===== config.mk =====
export PLATFORM = sky130hd
export DESIGN_NAME = mem_arbiter_rr
export DESIGN_NICKNAME = d
export VERILOG_FILES = /design/src/rtl/mem_arbiter_rr_pkg.sv /design/src/rtl/mem_arbiter_rr_picker.sv /design/src/rtl/mem_arbiter_rr.sv
export SDC_FILE = /design/constraint.sdc
export NUM_CORES = 1
export LEC_CHECK = 0
export ABC_CLOCK_PERIOD_IN_PS = 1390
export CAP_MARGIN = 40
export CELL_PAD_IN_SITES_DETAIL_PLACEMENT = 1
export CELL_PAD_IN_SITES_GLOBAL_PLACEMENT = 1
export CORE_AREA = 2 2 276 278
export DETAILED_ROUTE_END_ITERATION = 8
export DIE_AREA = 0 0 278 280
export HOLD_SLACK_MARGIN = 0.06
export PLACE_DENSITY = 0.48
export SLEW_MARGIN = 10
export SYNTH_ARGS = -nofsm -noshare
export SYNTH_HDL_FRONTEND = slang
export SYNTH_HIERARCHICAL = 1
export SYNTH_SLANG_ARGS = --single-unit

===== constraint.sdc =====
create_clock -name clk -period 1.39 [get_ports clk]
set_input_delay 0.139 -clock clk [delete_from_list [all_inputs] [get_ports clk]]
set_output_delay 0.139 -clock clk [all_outputs]
set_load 0.05 [all_outputs]

===== src/rtl/mem_arbiter_rr_pkg.sv =====
// Shared types for the round-robin L2 memory arbiter.
package mem_arbiter_rr_pkg;

    localparam int unsigned LC3B_WORD_W = 16;
    localparam int unsigned LC3B_LINE_W = 128;

    typedef logic [LC3B_WORD_W-1:0] lc3b_word;
    typedef logic [LC3B_LINE_W-1:0] lc3b_cache_line;

    typedef enum logic {
        ARB_IDLE = 1'b0,
        ARB_BUSY = 1'b1
    } arb_state_t;

endpackage


===== src/rtl/mem_arbiter_rr_picker.sv =====
// Rotating-priority picker: first pending port at or after ptr, wrapping modulo N.
module rr_priority_picker #(
    parameter  int unsigned N  = 2,
    localparam int unsigned GW = $clog2(N)
) (
    input  logic [N-1:0]  pending,
    input  logic [GW-1:0] ptr,
    output logic          valid,
    output logic [GW-1:0] idx
);

    logic [GW-1:0] cand;

    always_comb begin
        valid = 1'b0;
        idx   = '0;
        cand  = '0;
        for (int unsigned k = 0; k < N; k++) begin
            cand = GW'((32'(ptr) + k) % N);
            if (!valid && pending[cand]) begin
                valid = 1'b1;
                idx   = cand;
            end
        end
    end

endmodule


===== src/rtl/mem_arbiter_rr.sv =====
// N-port round-robin arbiter onto a single L2 port: one whole line transaction at a time,
// command latched at grant, completion routed back to the granted port only.
module mem_arbiter_rr
    import mem_arbiter_rr_pkg::*;
#(
    parameter  int unsigned NUM_REQ    = 2,
    parameter  int unsigned ADDR_WIDTH = LC3B_WORD_W,
    parameter  int unsigned LINE_WIDTH = LC3B_LINE_W,
    localparam int unsigned GW         = $clog2(NUM_REQ)
) (
    input  logic                          clk,
    input  logic                          rst,
    input  logic [NUM_REQ*ADDR_WIDTH-1:0] req_address,
    input  logic [NUM_REQ-1:0]            req_read,
    input  logic [NUM_REQ-1:0]            req_write,
    input  logic [NUM_REQ*LINE_WIDTH-1:0] req_wdata,
    output logic [LINE_WIDTH-1:0]         req_rdata,
    output logic [NUM_REQ-1:0]            req_resp,
    output logic [ADDR_WIDTH-1:0]         l2_mem_address,
    output logic                          l2_mem_read,
    output logic                          l2_mem_write,
    output logic [LINE_WIDTH-1:0]         l2_mem_wdata,
    input  logic [LINE_WIDTH-1:0]         l2_mem_rdata,
    input  logic                          l2_mem_resp,
    output logic                          busy,
    output logic [GW-1:0]                 grant_id
);

    arb_state_t            state_q, state_d;
    logic [GW-1:0]         ptr_q, ptr_d;
    logic [GW-1:0]         grant_q, grant_d;
    logic [ADDR_WIDTH-1:0] addr_q, addr_d;
    logic [LINE_WIDTH-1:0] wdata_q, wdata_d;
    logic                  rd_q, rd_d;
    logic                  wr_q, wr_d;
    logic                  busy_q, busy_d;

    logic [NUM_REQ-1:0]    pending;
    logic                  pick_valid;
    logic [GW-1:0]         pick_idx;
    logic [ADDR_WIDTH-1:0] addr_arr  [NUM_REQ];
    logic [LINE_WIDTH-1:0] wdata_arr [NUM_REQ];

    // Unpack the flat per-port buses so the winner can be selected by index.
    for (genvar i = 0; i < NUM_REQ; i++) begin : g_unpack
        assign addr_arr[i]  = req_address[i*ADDR_WIDTH +: ADDR_WIDTH];
        assign wdata_arr[i] = req_wdata[i*LINE_WIDTH +: LINE_WIDTH];
    end

    assign pending = req_read | req_write;

    rr_priority_picker #(
        .N(NUM_REQ)
    ) u_picker (
        .pending(pending),
        .ptr    (ptr_q),
        .valid  (pick_valid),
        .idx    (pick_idx)
    );

    // Next-state, command latch and completion decode.
    always_comb begin
        state_d  = state_q;
        ptr_d    = ptr_q;
        grant_d  = grant_q;
        addr_d   = addr_q;
        wdata_d  = wdata_q;
        rd_d     = rd_q;
        wr_d     = wr_q;
        busy_d   = busy_q;
        req_resp = '0;
        case (state_q)
            ARB_IDLE: begin
                if (pick_valid) begin
                    grant_d = pick_idx;
                    addr_d  = addr_arr[pick_idx];
                    wdata_d = wdata_arr[pick_idx];
                    rd_d    = req_read[pick_idx];
                    wr_d    = req_write[pick_idx];
                    busy_d  = 1'b1;
                    state_d = ARB_BUSY;
                end
            end
            ARB_BUSY: begin
                if (l2_mem_resp) begin
                    req_resp = NUM_REQ'(1) << grant_q;
                    rd_d     = 1'b0;
                    wr_d     = 1'b0;
                    busy_d   = 1'b0;
                    ptr_d    = (grant_q == GW'(NUM_REQ - 1)) ? '0 : grant_q + GW'(1);
                    state_d  = ARB_IDLE;
                end
            end
            default: state_d = ARB_IDLE;
        endcase
    end

    always_ff @(posedge clk) begin
        if (rst) begin
            state_q <= ARB_IDLE;
            ptr_q   <= '0;
            grant_q <= '0;
            addr_q  <= '0;
            wdata_q <= '0;
            rd_q    <= 1'b0;
            wr_q    <= 1'b0;
            busy_q  <= 1'b0;
        end else begin
            state_q <= state_d;
            ptr_q   <= ptr_d;
            grant_q <= grant_d;
            addr_q  <= addr_d;
            wdata_q <= wdata_d;
            rd_q    <= rd_d;
            wr_q    <= wr_d;
            busy_q  <= busy_d;
        end
    end

    assign req_rdata      = l2_mem_rdata;
    assign l2_mem_address = addr_q;
    assign l2_mem_read    = rd_q;
    assign l2_mem_write   = wr_q;
    assign l2_mem_wdata   = wdata_q;
    assign busy           = busy_q;
    assign grant_id       = grant_q;

endmodule


**Word level (Yosys, flattened, before mapping)**

Index checks and enable logic that the tools add are counted.

- Register bits after elaboration: 150
- Bits of input ports: 423
- Output and inout bits: 278
- Word-level logic and storage cells: 56

- $add $sub $neg: 2
- $lt $le $gt $ge: 4
- Equal/unequal tests: 2
- Shifts and indexed selects: 1
- Mux-type cells: 31
- Bitwise operators: 3
- Reduce and logical (&&, ||, !) cells: 5

Operator list:

| cell | count |
|---|---|
| 2-to-1 mux 128 bit | 3 |
| 2-to-1 mux 16 bit | 3 |
| 2-to-1 mux 1 bit | 19 |
| one-hot mux 1 bit (2 select lines) | 4 |
| < comparator 1 x 2 -> 1 bit (second input constant) | 3 |
| AND reduction 2 bit | 3 |
| 2-to-1 mux 2 bit | 2 |
| != test 2 bit (second input constant) | 2 |
| adder 1 bit (second input constant) | 2 |
| >= comparator 2 bit (second input constant) | 1 |
| NOT 1 -> 2 bit | 1 |
| bitwise OR 2 bit | 1 |
| left shift 1 x 1 -> 2 bit (first input constant) | 1 |
| logical AND 1 bit | 1 |
| zero test 1 bit | 1 |
| NOT 1 bit | 1 |

**Depth between registers and ports, before layout**

- Depth in word-level cells: 11
- Depth in mapped cells: 8
- Depth with buffers taken out: 5

**Cells and area by module**

The synthesis kept the hierarchy.

By module, submodules not included:

| module | times used | cells each | area each (µm²) |
|---|---|---|---|
| mem_arbiter_rr | 1 | 801 | 8191.6 |
| rr_priority_picker | 1 | 3 | 17.5 |

**Worst setup path after synthesis**

No wires, ideal clock.

- Path kind: input port to flip-flop
- Start: input req_write[1]
- End: register addr_q[0] (netlist: l2_mem_address[0])
- Library setup time: 146 ps
- Arrival: 1357 ps
- Setup slack: -114 ps
- Stages: 8
- Buffers on the path: 3
- Cell sequence: or2_2 > or2_1 > nor2b_2 > buf_6 > buf_12 > buf_4 > nor2_1 > a211oi_2

- Elaborated cells between the ends (all ways): 16
- Classes of those cells: 11 x mux; 2 x bitwise; 3 x reduce/logical

RTL lines:

| element | line | text |
|---|---|---|
| from (decl) | mem_arbiter_rr.sv:15 | `input logic [NUM_REQ-1:0] req_write,` |
| bitwise OR 2 bit (*) | mem_arbiter_rr.sv:50 | `assign pending = req_read \| req_write;` |
| 2-to-1 mux 1 bit (not written as such) (2 in a row) | mem_arbiter_rr_picker.sv:20 | `if (!valid && pending[cand]) begin` |
| 2-to-1 mux 1 bit | mem_arbiter_rr_picker.sv:20 |  |
| zero test 1 bit | mem_arbiter_rr_picker.sv:20 |  |
| logical AND 1 bit | mem_arbiter_rr_picker.sv:20 |  |
| 2-to-1 mux 1 bit (*) | mem_arbiter_rr_picker.sv:20 |  |
| named net pick_valid | mem_arbiter_rr.sv:39 | `logic pick_valid;` |
| AND reduction 2 bit (no source line) (*) | n/a |  |
| to (signal assigned) | mem_arbiter_rr.sv:112 | `addr_q <= addr_d;` |
| to (decl) | mem_arbiter_rr.sv:32 | `logic [ADDR_WIDTH-1:0] addr_q, addr_d;` |

Mark *: on every way through the listed nets, which the timed path passes. The rest lies on a longest branch. The select of a mux whose other input is x is not followed.
A chain may end at the register's enable or synchronous reset.

**Worst setup path in the final report**

- Start: register ptr_q
- End: register wdata_q[28] (netlist: l2_mem_wdata[28])

- Longest elaborated chain between the ends: 10
- Elaborated cells between the ends (all ways): 16
- Classes of those cells: 1 x add/sub; 11 x mux; 1 x bitwise; 3 x reduce/logical

Ends and longest elaborated chain:

| element | line | text |
|---|---|---|
| from (decl) | mem_arbiter_rr.sv:30 | `logic [GW-1:0] ptr_q, ptr_d;` |
| from (signal assigned) | mem_arbiter_rr.sv:110 | `ptr_q <= ptr_d;` |
| 2-to-1 mux 1 bit (not written as such) (2 in a row) | mem_arbiter_rr_picker.sv:20 |  |
| 2-to-1 mux 1 bit | mem_arbiter_rr_picker.sv:20 |  |
| zero test 1 bit | mem_arbiter_rr_picker.sv:20 |  |
| logical AND 1 bit | mem_arbiter_rr_picker.sv:20 |  |
| 2-to-1 mux 1 bit (*) | mem_arbiter_rr_picker.sv:20 |  |
| named net pick_idx | mem_arbiter_rr.sv:40 | `logic [GW-1:0] pick_idx;` |
| NOT 1 -> 2 bit (not written as such) (*) | mem_arbiter_rr.sv:77 | `wdata_d = wdata_arr[pick_idx];` |
| 2-to-1 mux 128 bit (not written as such) (*) (3 in a row) | mem_arbiter_rr.sv:77 |  |
| to (signal assigned) | mem_arbiter_rr.sv:113 | `wdata_q <= wdata_d;` |
| to (decl) | mem_arbiter_rr.sv:33 | `logic [LINE_WIDTH-1:0] wdata_q, wdata_d;` |

Marks and branches as above.

==> results <==
- The run finished, with violations left.
- The checks that failed: negative setup slack.
- The clock period minus worst slack is 1.53 ns.
- Counting along the longest clock path gives a buffer depth of 2.
- In this run the cell area measured after placement is around 15000 um^2.
- The launching element type of the critical path is a flop.
- The overall fraction of global-route tracks in use is 0.0925.
- At the worst endpoint, the arrival time is between 1.5 and 2 ns.
- The total number of nets in the final design is 1601.
- For this run, the top clock speed supported by timing is about 650 MHz.
- The CTS tree is yes.
- For this run, the number of Yosys warnings is 6.
- The distinct cell type count of the synthesized netlist is 23.
- The setup path with the least slack is of type reg -> reg.
- The vias after detailed routing is between 7000 and 8000.
- Of the cells placed in the final design, the portion with a size suffix greater than 1 is 0.518.
- The total overflow left after global routing is 0.
- After detailed routing, the number of remaining DRC violations is 0.
- The number of nets with antenna violations after routing is 0.
- The die outline height is 280 um.
- The most common cell in the netlist is dfxtp_1.
- The share of the Yosys chip area taken by registers is 0.366.
- The die covers between 70000 and 80000 um^2.
- The count of clock tree sinks is 150.
- The count of cells in the finished layout, fillers not included, comes to 2169.
- The row count is 101.
- In the finished design, the share of the clock period the worst path needs comes to 1.10.
- Traced cell by cell, the critical path runs through inv_2 > a21boi_4 > buf_12 > buf_12 > buf_16 > buf_8 > mux2i_4 > a211oi_2.
- The CTS H-tree depth is 4.
- Counting every net in the synthesized netlist gives 1227.
- The cell type with the highest aggregate area in the netlist is dfxtp_1.
- The worst setup path is captured at a flop.
- The most common flop cell mapped by yosys is dfxtp_1.
- The HPWL after detailed placement is 26200 um.
- After synthesis, the cell types taking the most area are dfxtp_1, mux2i_1, a211oi_2.
- Synthesis inferred 150 register bits.
- The horizontal extent of the die is between 200 and 300 um.
- Yosys mapped a number of flops with a built-in enable equal to 0.
- Data on the critical path is required at its endpoint by approximately 1.8 ns.
- For this configuration, the core starts out at a cell density of 0.109.
- The detailed-router iteration count before antenna repair is 4.
- The initial antenna violation count is 1.
- The clock reaches the later pin of the worst-skew pair after roughly 0.48 ns.
- Fill cells in the final layout number 8278.
- The final-report max-slew violation count is 0.
- Max-cap violations in this run came to 0.
- The slowest stage of the critical path belongs to the cell dfxtp_2.
- The number of I/O port buffers is 444.
- Ranked by instance count, the synthesized netlist is headed by dfxtp_1, nor2_1, mux2i_1.
- At the pin with the least slew margin, the transition time is between 0.3 and 0.4 ns.
- After synthesis, the share of flip-flops with an asynchronous set or reset is 0.
- The global-route wire length before repair is 52900 um.
- Registers take 3010 um^2.
- From synthesis to final layout, the design area changed by 111%.
- After detailed routing, the total wire length is between 30000 and 40000 um.
- The worst min-delay path category is in -> reg.
- IR analysis of the VDD net gives a maximum drop of 0.000628 V.
- Summing all multi-input logic gate instances after layout gives around 5200 um^2.
- Dividing the detail-routed wire length by the instance count gives around 17 um.
- The core footprint is 75200 um^2.
- The worst-case register-to-register setup slack is -0.14 ns.
- The I/O pin count is 701.
- Entering global routing, the biggest net connects 49 pins.
- The most frequent cell on the critical path is buf_12.
- The mean cell area of the mapped netlist is 10.2 um^2.
- The clock-pin slew reported for the worst setup and hold paths after clock tree synthesis is 0.06 ns.
- After detailed routing, the number of vias per cell comes to 3.40.
- After routing the design area is 17300 um^2.
- The number of placed cells counting well taps is 2089.
- Dividing total power by cell area gives a power density of approximately 1100 nW/um^2.
- For this run, the slowest stage of the critical path takes roughly 0.34 ns.
- Setup violations remaining at the end of the flow were counted as between 100 and 150.
- The detailed router finished its first iteration with 154 violations.
- Summed over all cells, the static leakage comes to 6.14 nW.
- The final weighted congestion of routability-driven global placement is between 0.6 and 0.7.
- The final setup slack of the worst path is -0.137 ns.
- The worst pin sits at a relative slew slack of 0.760.
- The number of CTS-inserted buffers is 17.
- The post-place setup slack is -0.697 ns.
- The top fanout value on the critical path is 5.
- In the synthesized netlist, the number of instances is 804.
- The final hold violation count came to 0.
- Setup repair after global routing could not meet its margin everywhere.
- The cell at the root of the clock tree is clkbuf_16.
- The share of the synthesized area in the top cell type is 0.366.
- The hold slack is 0.213 ns.
- The synthesized cell area is roughly 8200 um^2.
- The design draws 18.8 mW.
- Clock skew on the completed layout was measured at 0.0128 ns.
- The via count of the first global-routing pass is a little over 8000.
==> stage by stage <==
stage | TNS [ns] | util
2_1_floorplan | -1.43 | -
3_3_place_gp | -84.35 | 0.194
3_5_place_dp | -87.57 | 0.194
4_1_cts | -14.51 | 0.224
5_1_grt | -21.38 | 0.230
6_report | -9.40 | 0.230
==> power breakdown <==
group,switching (mW),internal [mW]
logic,3.73,4.02
registers,0.557,4.77
clock network,2.14,3.58
==> cells by family after synthesis <==
logic type	Yosys count	share of synthesized area
buffers and inverters	196	0.182
AND/OR/NAND/NOR	161	0.0770
AO/OA/AOI/OAI	151	0.197
flip-flops	150	0.366
multiplexers	146	0.178
==> per-layer routing <==
metal / GRT usage / part of all wire
met4: 0.0348 / 0.027
met2: 0.158 / 0.50
met5: 0.00375 / 0.0010
met1: 0.0976 / 0.38
met3: 0.0450 / 0.091
==> what timing repair did <==
item	4_1_cts	5_1_grt
hold buffers	1	0
endpoints found under the hold margin	10	0
endpoints found under the setup margin	143	148
pin swaps	39	15
gates resized for setup	196	82
buffers inserted	29	4
gates cloned	17	3
==> critical path: cells and delay by family, from the launching register on <==
family / cells / cell delay [ns]
buf+inv: 5 / 0.61
flops: 1 / 0.34
compound gates: 2 / 0.22
mux: 1 / 0.24
==> placed cells by master, fill, tap and decap left out, types with 20 or more instances in the layout <==
cell,count
buf_16,21
buf_8,20
clkbuf_16,20
mux2i_1,43
clkdlybuf4s50_1,289
nor2_2,44
mux2i_4,52
mux2i_2,49
a211oi_2,110
nor2_4,60
dfxtp_1,147
nor2_1,42
buf_4,64
buf_12,129
a211oi_1,34
==> area by class of cell <==
cell class	count	area share
inverters	1	0.000217
diodes	1	0.000145
flip-flops and latches	150	0.174
multi-input cells	458	0.301
clock buffers	18	0.0254
well taps	978	0.0707
clock inverters	13	0.0146
repair buffers	550	0.414
==> path summary, 6_finish.rpt <==
check | from | endpoint | cells after the start
hold reg to reg | grant_id | grant_id | 2
setup reg to reg | ptr_q | l2_mem_wdata[28] | 8
setup / recovery | ptr_q | l2_mem_wdata[28] | 8
hold / removal | req_read[0] | l2_mem_read | 4
==> sequential cells by signal (all words and copies together), names as in the netlist <==
name	cells
state_q	1
l2_mem_wdata	128
grant_id	1
l2_mem_address	16
l2_mem_write	1
busy	1
ptr_q	1
l2_mem_read	1
(Power assumes the default switching activity.)
